`src/rtl/ddr_arw_pkg.sv`:
```
// Shared definitions for the DDR ARW arbiter: payload field widths, default ID base,
// output-slot state encoding and an index-width helper.
package ddr_arw_pkg;

  localparam int unsigned LenW   = 8;
  localparam int unsigned SizeW  = 3;
  localparam int unsigned BurstW = 2;
  localparam int unsigned LockW  = 2;
  localparam int unsigned IdW    = 8;
  localparam int unsigned CntW   = 4;

  localparam logic [IdW-1:0] IdBaseDefault = 8'hE0;

  typedef enum logic {
    SlotEmpty = 1'b0,
    SlotFull  = 1'b1
  } slot_e;

  // Index width with a floor of one bit so single-entry cases still get a real vector.
  function automatic int unsigned idx_width(input int unsigned n);
    return (n > 1) ? $clog2(n) : 1;
  endfunction

endpackage

```
`src/rtl/ddr_arw_arbiter_if.sv`:
```
// Bundle of requester, DDR ARW and completion/status signals around the ARW arbiter.
// The slave modport is the arbiter's view; master is the surrounding DMA/DDR side.
interface ddr_arw_arbiter_if
  import ddr_arw_pkg::*;
#(
  parameter int unsigned NUM_PORTS = 2,
  parameter int unsigned AW        = 32
);
  localparam int unsigned PW = idx_width(NUM_PORTS);

  logic [NUM_PORTS-1:0]        req_valid;
  logic [NUM_PORTS-1:0]        req_ready;
  logic [NUM_PORTS-1:0]        req_write;
  logic [NUM_PORTS*AW-1:0]     req_addr;
  logic [NUM_PORTS*LenW-1:0]   req_len;
  logic [NUM_PORTS*SizeW-1:0]  req_size;
  logic [NUM_PORTS*BurstW-1:0] req_burst;
  logic [NUM_PORTS*LockW-1:0]  req_lock;

  logic              io_ddr_arw_valid;
  logic              io_ddr_arw_ready;
  logic [AW-1:0]     io_ddr_arw_payload_addr;
  logic [IdW-1:0]    io_ddr_arw_payload_id;
  logic [LenW-1:0]   io_ddr_arw_payload_len;
  logic [SizeW-1:0]  io_ddr_arw_payload_size;
  logic [BurstW-1:0] io_ddr_arw_payload_burst;
  logic [LockW-1:0]  io_ddr_arw_payload_lock;
  logic              io_ddr_arw_payload_write;

  logic            w_last_fire;
  logic            b_fire;
  logic            r_last_fire;
  logic            wr_order_valid;
  logic [PW-1:0]   wr_order_port;
  logic [CntW-1:0] wr_outs;
  logic [CntW-1:0] rd_outs;

  modport slave (
    input  req_valid, req_write, req_addr, req_len, req_size, req_burst, req_lock,
    output req_ready,
    output io_ddr_arw_valid, io_ddr_arw_payload_addr, io_ddr_arw_payload_id,
    output io_ddr_arw_payload_len, io_ddr_arw_payload_size, io_ddr_arw_payload_burst,
    output io_ddr_arw_payload_lock, io_ddr_arw_payload_write,
    input  io_ddr_arw_ready,
    input  w_last_fire, b_fire, r_last_fire,
    output wr_order_valid, wr_order_port, wr_outs, rd_outs
  );

  modport master (
    output req_valid, req_write, req_addr, req_len, req_size, req_burst, req_lock,
    input  req_ready,
    input  io_ddr_arw_valid, io_ddr_arw_payload_addr, io_ddr_arw_payload_id,
    input  io_ddr_arw_payload_len, io_ddr_arw_payload_size, io_ddr_arw_payload_burst,
    input  io_ddr_arw_payload_lock, io_ddr_arw_payload_write,
    output io_ddr_arw_ready,
    output w_last_fire, b_fire, r_last_fire,
    input  wr_order_valid, wr_order_port, wr_outs, rd_outs
  );

endinterface

```
`src/rtl/rr_arbiter.sv`:
```
// Round-robin picker: first set request at or above ptr_i, else lowest set request.
module rr_arbiter #(
  parameter int unsigned NumPorts = 2,
  parameter int unsigned PtrW     = 1
) (
  input  logic [NumPorts-1:0] req_i,
  input  logic [PtrW-1:0]     ptr_i,
  output logic [NumPorts-1:0] gnt_o,
  output logic [PtrW-1:0]     idx_o,
  output logic                valid_o
);

  logic            hi_found;
  logic [PtrW-1:0] hi_idx;
  logic [PtrW-1:0] lo_idx;

  always_comb begin
    hi_found = 1'b0;
    hi_idx   = '0;
    lo_idx   = '0;
    valid_o  = 1'b0;
    // Descending scan: the last hit written is the lowest index in each class.
    for (int i = int'(NumPorts) - 1; i >= 0; i--) begin
      if (req_i[i]) begin
        valid_o = 1'b1;
        lo_idx  = PtrW'(i);
        if (PtrW'(i) >= ptr_i) begin
          hi_found = 1'b1;
          hi_idx   = PtrW'(i);
        end
      end
    end
    idx_o = hi_found ? hi_idx : lo_idx;
    for (int i = 0; i < int'(NumPorts); i++) begin
      gnt_o[i] = valid_o && (idx_o == PtrW'(i));
    end
  end

endmodule

```
`src/rtl/ddr_arw_arbiter.sv`:
```
// N-port round-robin merge of read/write address requests onto one registered DDR ARW slot,
// with per-direction outstanding limits and a write-order FIFO. ARW_ARB_WR_PRIORITY_EN: writes first.
module ddr_arw_arbiter
  import ddr_arw_pkg::*;
#(
  parameter int unsigned    NUM_PORTS = 2,
  parameter int unsigned    AW        = 32,
  parameter int unsigned    MAX_OUTS  = 4,
  parameter logic [IdW-1:0] ID_BASE   = IdBaseDefault
) (
  input logic               dma_clk,
  input logic               dma_reset,
  ddr_arw_arbiter_if.slave  bus
);

  localparam int unsigned PW     = idx_width(NUM_PORTS);
  localparam int unsigned QW     = idx_width(MAX_OUTS);
  localparam int unsigned QDepth = 1 << QW;
  localparam logic [CntW:0]  MaxOuts  = (CntW + 1)'(MAX_OUTS);
  localparam logic [PW-1:0]  LastPort = PW'(NUM_PORTS - 1);

  slot_e             slot_q, slot_d;
  logic [AW-1:0]     addr_q, addr_d;
  logic [LenW-1:0]   len_q, len_d;
  logic [SizeW-1:0]  size_q, size_d;
  logic [BurstW-1:0] burst_q, burst_d;
  logic [LockW-1:0]  lock_q, lock_d;
  logic              write_q, write_d;
  logic [PW-1:0]     port_q, port_d;
  logic [PW-1:0]     rr_ptr_q, rr_ptr_d;
  logic [CntW-1:0]   wr_outs_q, wr_outs_d, rd_outs_q, rd_outs_d;
  logic [PW-1:0]     fifo_q [QDepth];
  logic [PW-1:0]     fifo_d [QDepth];
  logic [QW-1:0]     wptr_q, wptr_d, rptr_q, rptr_d;
  logic [CntW-1:0]   fcnt_q, fcnt_d;

  logic                 arw_fire, can_load, load, win_valid, wr_ok, rd_ok;
  logic                 push, rd_inc, wr_dec, rd_dec, pop;
  logic [CntW:0]        wr_pend, rd_pend;
  logic [NUM_PORTS-1:0] elig, arb_req, gnt;
  logic [PW-1:0]        win_idx;

  always_comb begin
    arw_fire = (slot_q == SlotFull) && bus.io_ddr_arw_ready;
    can_load = (slot_q == SlotEmpty) || arw_fire;
    // A full slot already holds one burst of its direction, so count it against the limit.
    wr_pend  = {1'b0, wr_outs_q} + {{CntW{1'b0}}, (slot_q == SlotFull) && write_q};
    rd_pend  = {1'b0, rd_outs_q} + {{CntW{1'b0}}, (slot_q == SlotFull) && !write_q};
    wr_ok    = wr_pend < MaxOuts;
    rd_ok    = rd_pend < MaxOuts;
    elig     = bus.req_valid & ((bus.req_write & {NUM_PORTS{wr_ok}}) |
                                (~bus.req_write & {NUM_PORTS{rd_ok}}));
`ifdef ARW_ARB_WR_PRIORITY_EN
    arb_req  = (|(elig & bus.req_write)) ? (elig & bus.req_write) : elig;
`else
    arb_req  = elig;
`endif
  end

  rr_arbiter #(
    .NumPorts(NUM_PORTS),
    .PtrW    (PW)
  ) u_rr (
    .req_i  (arb_req),
    .ptr_i  (rr_ptr_q),
    .gnt_o  (gnt),
    .idx_o  (win_idx),
    .valid_o(win_valid)
  );

  always_comb begin
    load          = can_load && win_valid && !dma_reset;
    bus.req_ready = load ? gnt : '0;
    slot_d   = slot_q;
    addr_d   = addr_q;
    len_d    = len_q;
    size_d   = size_q;
    burst_d  = burst_q;
    lock_d   = lock_q;
    write_d  = write_q;
    port_d   = port_q;
    rr_ptr_d = rr_ptr_q;
    if (load) begin
      slot_d   = SlotFull;
      port_d   = win_idx;
      rr_ptr_d = (win_idx == LastPort) ? '0 : win_idx + 1'b1;
      for (int i = 0; i < int'(NUM_PORTS); i++) begin
        if (gnt[i]) begin
          addr_d  = bus.req_addr[i*AW +: AW];
          len_d   = bus.req_len[i*LenW +: LenW];
          size_d  = bus.req_size[i*SizeW +: SizeW];
          burst_d = bus.req_burst[i*BurstW +: BurstW];
          lock_d  = bus.req_lock[i*LockW +: LockW];
          write_d = bus.req_write[i];
        end
      end
    end else if (arw_fire) begin
      slot_d = SlotEmpty;
    end
  end

  always_comb begin
    push   = arw_fire && write_q;
    rd_inc = arw_fire && !write_q;
    wr_dec = bus.b_fire && (wr_outs_q != '0);
    rd_dec = bus.r_last_fire && (rd_outs_q != '0);
    pop    = bus.w_last_fire && (fcnt_q != '0);

    wr_outs_d = wr_outs_q;
    if (push && !wr_dec)      wr_outs_d = wr_outs_q + 1'b1;
    else if (!push && wr_dec) wr_outs_d = wr_outs_q - 1'b1;
    rd_outs_d = rd_outs_q;
    if (rd_inc && !rd_dec)      rd_outs_d = rd_outs_q + 1'b1;
    else if (!rd_inc && rd_dec) rd_outs_d = rd_outs_q - 1'b1;

    fifo_d = fifo_q;
    wptr_d = wptr_q;
    rptr_d = rptr_q;
    fcnt_d = fcnt_q;
    if (push) begin
      fifo_d[wptr_q] = port_q;
      wptr_d         = wptr_q + 1'b1;
    end
    if (pop) rptr_d = rptr_q + 1'b1;
    if (push && !pop)      fcnt_d = fcnt_q + 1'b1;
    else if (!push && pop) fcnt_d = fcnt_q - 1'b1;
  end

  always_ff @(posedge dma_clk) begin
    if (dma_reset) begin
      slot_q    <= SlotEmpty;
      addr_q    <= '0;
      len_q     <= '0;
      size_q    <= '0;
      burst_q   <= '0;
      lock_q    <= '0;
      write_q   <= 1'b0;
      port_q    <= '0;
      rr_ptr_q  <= '0;
      wr_outs_q <= '0;
      rd_outs_q <= '0;
      fifo_q    <= '{default: '0};
      wptr_q    <= '0;
      rptr_q    <= '0;
      fcnt_q    <= '0;
    end else begin
      slot_q    <= slot_d;
      addr_q    <= addr_d;
      len_q     <= len_d;
      size_q    <= size_d;
      burst_q   <= burst_d;
      lock_q    <= lock_d;
      write_q   <= write_d;
      port_q    <= port_d;
      rr_ptr_q  <= rr_ptr_d;
      wr_outs_q <= wr_outs_d;
      rd_outs_q <= rd_outs_d;
      fifo_q    <= fifo_d;
      wptr_q    <= wptr_d;
      rptr_q    <= rptr_d;
      fcnt_q    <= fcnt_d;
    end
  end

  assign bus.io_ddr_arw_valid         = (slot_q == SlotFull);
  assign bus.io_ddr_arw_payload_addr  = addr_q;
  assign bus.io_ddr_arw_payload_id    = ID_BASE + IdW'(port_q);
  assign bus.io_ddr_arw_payload_len   = len_q;
  assign bus.io_ddr_arw_payload_size  = size_q;
  assign bus.io_ddr_arw_payload_burst = burst_q;
  assign bus.io_ddr_arw_payload_lock  = lock_q;
  assign bus.io_ddr_arw_payload_write = write_q;
  assign bus.wr_order_valid           = (fcnt_q != '0);
  assign bus.wr_order_port            = (fcnt_q != '0) ? fifo_q[rptr_q] : '0;
  assign bus.wr_outs                  = wr_outs_q;
  assign bus.rd_outs                  = rd_outs_q;

endmodule

```
`src/flat_wrapper.sv`:
```
// flat-port wrapper written by rule: the top's interface ports become plain ports
module ddr_arw_arbiter_flat import ddr_arw_pkg::*;
#(
  parameter int unsigned    NUM_PORTS = 2,
  parameter int unsigned    AW        = 32,
  parameter int unsigned    MAX_OUTS  = 4,
  parameter logic [IdW-1:0] ID_BASE   = IdBaseDefault
)
  (dma_clk, dma_reset, bus_req_valid, bus_req_write, bus_req_addr, bus_req_len, bus_req_size, bus_req_burst, bus_req_lock, bus_req_ready, bus_io_ddr_arw_valid, bus_io_ddr_arw_payload_addr, bus_io_ddr_arw_payload_id, bus_io_ddr_arw_payload_len, bus_io_ddr_arw_payload_size, bus_io_ddr_arw_payload_burst, bus_io_ddr_arw_payload_lock, bus_io_ddr_arw_payload_write, bus_io_ddr_arw_ready, bus_w_last_fire, bus_b_fire, bus_r_last_fire, bus_wr_order_valid, bus_wr_order_port, bus_wr_outs, bus_rd_outs);
  ddr_arw_arbiter_if #(.NUM_PORTS(NUM_PORTS), .AW(AW)) bus_i ();
  input logic dma_clk;
  input logic dma_reset;
  input wire logic [$bits(bus_i.req_valid)-1:0] bus_req_valid;
  input wire logic [$bits(bus_i.req_write)-1:0] bus_req_write;
  input wire logic [$bits(bus_i.req_addr)-1:0] bus_req_addr;
  input wire logic [$bits(bus_i.req_len)-1:0] bus_req_len;
  input wire logic [$bits(bus_i.req_size)-1:0] bus_req_size;
  input wire logic [$bits(bus_i.req_burst)-1:0] bus_req_burst;
  input wire logic [$bits(bus_i.req_lock)-1:0] bus_req_lock;
  output wire logic [$bits(bus_i.req_ready)-1:0] bus_req_ready;
  output wire logic [$bits(bus_i.io_ddr_arw_valid)-1:0] bus_io_ddr_arw_valid;
  output wire logic [$bits(bus_i.io_ddr_arw_payload_addr)-1:0] bus_io_ddr_arw_payload_addr;
  output wire logic [$bits(bus_i.io_ddr_arw_payload_id)-1:0] bus_io_ddr_arw_payload_id;
  output wire logic [$bits(bus_i.io_ddr_arw_payload_len)-1:0] bus_io_ddr_arw_payload_len;
  output wire logic [$bits(bus_i.io_ddr_arw_payload_size)-1:0] bus_io_ddr_arw_payload_size;
  output wire logic [$bits(bus_i.io_ddr_arw_payload_burst)-1:0] bus_io_ddr_arw_payload_burst;
  output wire logic [$bits(bus_i.io_ddr_arw_payload_lock)-1:0] bus_io_ddr_arw_payload_lock;
  output wire logic [$bits(bus_i.io_ddr_arw_payload_write)-1:0] bus_io_ddr_arw_payload_write;
  input wire logic [$bits(bus_i.io_ddr_arw_ready)-1:0] bus_io_ddr_arw_ready;
  input wire logic [$bits(bus_i.w_last_fire)-1:0] bus_w_last_fire;
  input wire logic [$bits(bus_i.b_fire)-1:0] bus_b_fire;
  input wire logic [$bits(bus_i.r_last_fire)-1:0] bus_r_last_fire;
  output wire logic [$bits(bus_i.wr_order_valid)-1:0] bus_wr_order_valid;
  output wire logic [$bits(bus_i.wr_order_port)-1:0] bus_wr_order_port;
  output wire logic [$bits(bus_i.wr_outs)-1:0] bus_wr_outs;
  output wire logic [$bits(bus_i.rd_outs)-1:0] bus_rd_outs;
  assign bus_i.req_valid = bus_req_valid;
  assign bus_i.req_write = bus_req_write;
  assign bus_i.req_addr = bus_req_addr;
  assign bus_i.req_len = bus_req_len;
  assign bus_i.req_size = bus_req_size;
  assign bus_i.req_burst = bus_req_burst;
  assign bus_i.req_lock = bus_req_lock;
  assign bus_req_ready = bus_i.req_ready;
  assign bus_io_ddr_arw_valid = bus_i.io_ddr_arw_valid;
  assign bus_io_ddr_arw_payload_addr = bus_i.io_ddr_arw_payload_addr;
  assign bus_io_ddr_arw_payload_id = bus_i.io_ddr_arw_payload_id;
  assign bus_io_ddr_arw_payload_len = bus_i.io_ddr_arw_payload_len;
  assign bus_io_ddr_arw_payload_size = bus_i.io_ddr_arw_payload_size;
  assign bus_io_ddr_arw_payload_burst = bus_i.io_ddr_arw_payload_burst;
  assign bus_io_ddr_arw_payload_lock = bus_i.io_ddr_arw_payload_lock;
  assign bus_io_ddr_arw_payload_write = bus_i.io_ddr_arw_payload_write;
  assign bus_i.io_ddr_arw_ready = bus_io_ddr_arw_ready;
  assign bus_i.w_last_fire = bus_w_last_fire;
  assign bus_i.b_fire = bus_b_fire;
  assign bus_i.r_last_fire = bus_r_last_fire;
  assign bus_wr_order_valid = bus_i.wr_order_valid;
  assign bus_wr_order_port = bus_i.wr_order_port;
  assign bus_wr_outs = bus_i.wr_outs;
  assign bus_rd_outs = bus_i.rd_outs;
  ddr_arw_arbiter #(.NUM_PORTS(NUM_PORTS), .AW(AW), .MAX_OUTS(MAX_OUTS), .ID_BASE(ID_BASE)) u_core (.dma_clk(dma_clk), .dma_reset(dma_reset), .bus(bus_i));
endmodule
```
`config.mk`:
```
export PLATFORM = sky130hd
export DESIGN_NAME = ddr_arw_arbiter_flat
export DESIGN_NICKNAME = d
export VERILOG_FILES = /design/src/rtl/ddr_arw_pkg.sv /design/src/rtl/ddr_arw_arbiter_if.sv /design/src/rtl/rr_arbiter.sv /design/src/rtl/ddr_arw_arbiter.sv /design/src/flat_wrapper.sv
export SDC_FILE = /design/constraint.sdc
export NUM_CORES = 1
export LEC_CHECK = 0
export CAP_MARGIN = 10
export CORE_ASPECT_RATIO = 2
export CORE_UTILIZATION = 50
export CTS_CLUSTER_SIZE = 14
export DETAILED_ROUTE_END_ITERATION = 12
export DONT_BUFFER_PORTS = 1
export PLACE_DENSITY = 0.68
export SLEW_MARGIN = 30
export SYNTH_ARGS = -nofsm -noshare
export SYNTH_HDL_FRONTEND = slang
export SYNTH_SLANG_ARGS = --single-unit
```
`constraint.sdc`:
```
create_clock -name dma_clk -period 3.9 [get_ports dma_clk]
set_input_delay 0.39 -clock dma_clk [delete_from_list [all_inputs] [get_ports dma_clk]]
set_output_delay 0.39 -clock dma_clk [all_outputs]
set_load 0.005 [all_outputs]
```
==> out/summary.md <==
• 173 — top-level port count
• 51.5% — Initial Util
• 0 — final hold violation count
• 3.51 ns — required time of the critical path
• 0 ns — setup total negative slack
• 3,595 — vias in the first global route
• 0 — number of instances resized during post-cts repair
• 3,541 — vias after detailed routing
• compound AO/OA/AOI/OAI gates — cell class contributing the biggest share of worst-path delay
• 650 nW/µm² — power per unit of standard cell area
• 25 — Critical Path Fanout Max
• 1.73 nW — LEAKAGE
• 498 — Post-Syn Instances
• 0 — number of enable-type register cells in the synthesized netlist
• flip-flop to output pin — crit path kind
• 45 — Distinct cells, synth
• 47 — floorplan row count
• 0.323 mV — IR drop worst, VDD
• 775 — number of fill cells in the layout
• 71 — number of storage elements in the synthesis netlist
• 8.58 µm² — mean post-synth cell area
• flip-flop — kind of start point of the critical path
• 0 — ANT nets after route
• 367 MHz — Max Clock Freq
• 0.33 ns — clock latency reported for the late side of the worst-skew pair
• 2.34 ns — Data arrival, critical path
• 2.73 ns — clock period minus worst slack
• finished clean — status
• 69.9% — final worst-path cycle share
• input port to flip-flop — class of the worst hold path
• 11,200 µm — total wire length after detailed routing
• 1420 µm² — area taken by flip-flops and latches
• 0.145 ns — final-layout worst hold slack
• 9 — total clock buffers created by CTS
• 6.68% — layout overhead on the synthesized area
• 185 — Initial DRC Count
• 0 — DRC errors left
• 0 — remaining global-route overflow
• 1 — number of antenna violations at the first check in global routing
• 17,500 µm — global-route wire length before repair
• 33.3% — share of synthesized area occupied by flip-flops and latches
• 25.8% — Tot GR Track Use
• 4270 µm² — post-synthesis instance area
• 0.67 ns — largest incremental delay on the critical path
• sky130_fd_sc_hd__dfxtp_1 — main flop type after synthesis
• 0 — max-cap violation count
• 0.06 ns — clock slew seen by the registers of the worst setup and hold paths
• sky130_fd_sc_hd__clkbuf_16 — root buffer cell
• 8290 µm² — core area
• sky130_fd_sc_hd__a2111o_2 — slowest CP cell
• 133 µm — vertical die dimension
• 19.7 µm — final routed wire length divided by cell count
• 8940 µm² — Die ar.
• 67.4 µm — horizontal die dimension
• 6.25 — average vias per placed instance
• 2 — Clock Tree Buf Depth
• 0 — Setup Fix Bufs, Post-CTS
• 4 — count of TritonRoute iterations in the first routing pass
• 0 — number of I/O port buffers
• 2 — number of buffer and inverter instances along the worst setup path
• 0 — cts-stage hold buffer count
• 2430 µm² — multi-input gate area in the final layout
• 584 — Net count, final
• 0 — Synthesis Warnings
• 0 — final setup fails
• false — setup repair after global routing missed its margin
• 7370 µm — post-detail-place hpwl
• done — CTS tree
• output pin — endpoint kind of the worst setup timing path
• 0.00595 ns — worst clock skew on the final layout
• nor4b_1 > a22oi_2 > buf_4 > a2111o_2 > inv_1 — cells along the critical path
• 125 — pin count of the biggest net entering global routing
• 0.759 — final weighted congestion of routability-driven global placement
• 0 — final-report max-slew violation count
• 3 — H-tree depth
• 0.814 ns — pin slew with the least headroom to its limit
• 0% — asr flop ratio synth
• 45.6% — worst slew margin relative to its limit
• 8.55% — fraction of final layout cells with drive strength greater than 1
• 71 — number of clock sinks seen by CTS
[worst register-to-register path: stages (launching register included)]
cell	delay (ns)
sky130_fd_sc_hd__dfxtp_1	0.35
sky130_fd_sc_hd__or4_1	0.60
sky130_fd_sc_hd__nand2_1	0.15
sky130_fd_sc_hd__ha_1	0.17
sky130_fd_sc_hd__inv_1	0.10
sky130_fd_sc_hd__ha_1	0.30
sky130_fd_sc_hd__a21o_1	0.17
sky130_fd_sc_hd__a21oi_1	0.18
sky130_fd_sc_hd__mux2i_1	0.23
sky130_fd_sc_hd__mux2_2	0.34
[cells by family after synthesis]
family	synth area share, %
AO/OA/AOI/OAI	23.7
XOR/XNOR	1.84
adder cells (fa/ha/maj)	5.21
buffers and inverters	10.9
flip-flops	33.3
multiplexers	2.72
other	0.176
AND/OR/NAND/NOR	22.2
[synthesized netlist by cell type, drive strengths merged, types with 3 or more instances]
cell type	n	area share (%)
dfxtp	71	33
inv	54	4.7
nand2b	49	7.2
nor3b	48	8.4
o211ai	48	8.4
o221ai	48	11
clkbuf	41	3.6
nor2	28	2.5
buf	16	2.4
a21oi	13	1.5
ha	13	3.8
nand2	10	0.88
mux2i	6	1.4
nand3	5	0.59
xor2	5	1.0
nor2b	4	0.59
xnor2	4	0.82
a21o	3	0.53
fa	3	1.4
mux2	3	0.79
[power breakdown]
part	switching [mW]	internal (mW)	total (mW)
Clock	0.303	0.572	0.875
Sequential	0.214	0.929	1.14
Combinational	0.554	0.390	0.944
[routing by layer]
metal | vias up | wire [µm] | GRT usage [%]
met2 | 132 | 5950 | 43.6
met1 | 1689 | 4200 | 28.6
met3 | 27 | 644 | 6.64
met4 | 0 | 382 | 12.6
met5 | - | 0 | 0
li1 | 1693 | - | -
[area by class of cell]
cell class	count	area share, %
multi-input combinational	320	53.3
sequential	71	31.2
clock buffer	11	5.33
inverter	55	4.53
tap	98	2.69
clock inverter	4	1.54
timing repair buffer	7	1.43
antenna	1	0.0549
[state kept, by name, summed over array words and instances (netlist names)]
signal                               flops
u_core.bus.io_ddr_arw_valid              1
u_core.rr_ptr_q                          1
u_core.bus.io_ddr_arw_payload_addr      32
u_core.bus.io_ddr_arw_payload_len        8
u_core.bus.io_ddr_arw_payload_lock       2
u_core.bus.io_ddr_arw_payload_size       3
u_core.rptr_q                            2
u_core.bus.wr_outs                       4
u_core.bus.io_ddr_arw_payload_burst      2
u_core.port_q                            1
u_core.bus.rd_outs                       4
u_core.fcnt_q                            4
u_core.wptr_q                            2
u_core.bus.io_ddr_arw_payload_write      1
u_core.fifo_q                            4
[layout by cell type, fill, tap and decap left out, types with 6 or more instances in the layout]
| cell | instances |
|---|---|
| sky130_fd_sc_hd__nand2b_1 | 49 |
| sky130_fd_sc_hd__nor2_1 | 28 |
| sky130_fd_sc_hd__ha_1 | 13 |
| sky130_fd_sc_hd__buf_4 | 6 |
| sky130_fd_sc_hd__dfxtp_1 | 71 |
| sky130_fd_sc_hd__inv_1 | 54 |
| sky130_fd_sc_hd__nand2_1 | 10 |
| sky130_fd_sc_hd__nor3b_1 | 48 |
| sky130_fd_sc_hd__o221ai_2 | 9 |
| sky130_fd_sc_hd__conb_1 | 7 |
| sky130_fd_sc_hd__clkbuf_16 | 9 |
| sky130_fd_sc_hd__o221ai_1 | 39 |
| sky130_fd_sc_hd__a21oi_1 | 12 |
| sky130_fd_sc_hd__mux2i_1 | 6 |
| sky130_fd_sc_hd__o211ai_1 | 48 |
[final timing paths]
| check | startpoint | cells past startpoint | to | slack, ns |
|---|---|---|---|---|
| worst max register to register | u_core.fcnt_q[0] | 9 | u_core.fcnt_q[3] | 1.19 |
| worst max-delay path | u_core.bus.rd_outs[3] | 5 | bus_req_ready[1] | 1.17 |
| worst min-delay path | dma_reset | 1 | u_core.rr_ptr_q | 0.15 |
| worst min register to register | u_core.fifo_q[0] | 2 | u_core.fifo_q[0] | 0.45 |
[per-stage QoR]
step	worst slack, ns	cell area (µm²)	power, mW	util [%]	std cells
final	1.17	4560	2.96	55.0	567
after global routing	1.02	4560	3.15	55.0	567
after CTS	1.14	4560	2.99	54.9	566
after detailed placement	1.18	4240	2.11	51.2	551
after global placement	1.24	4240	2.08	51.2	551
after floorplan	1.35	4290	1.87	-	503
(Power assumes the default switching activity.)
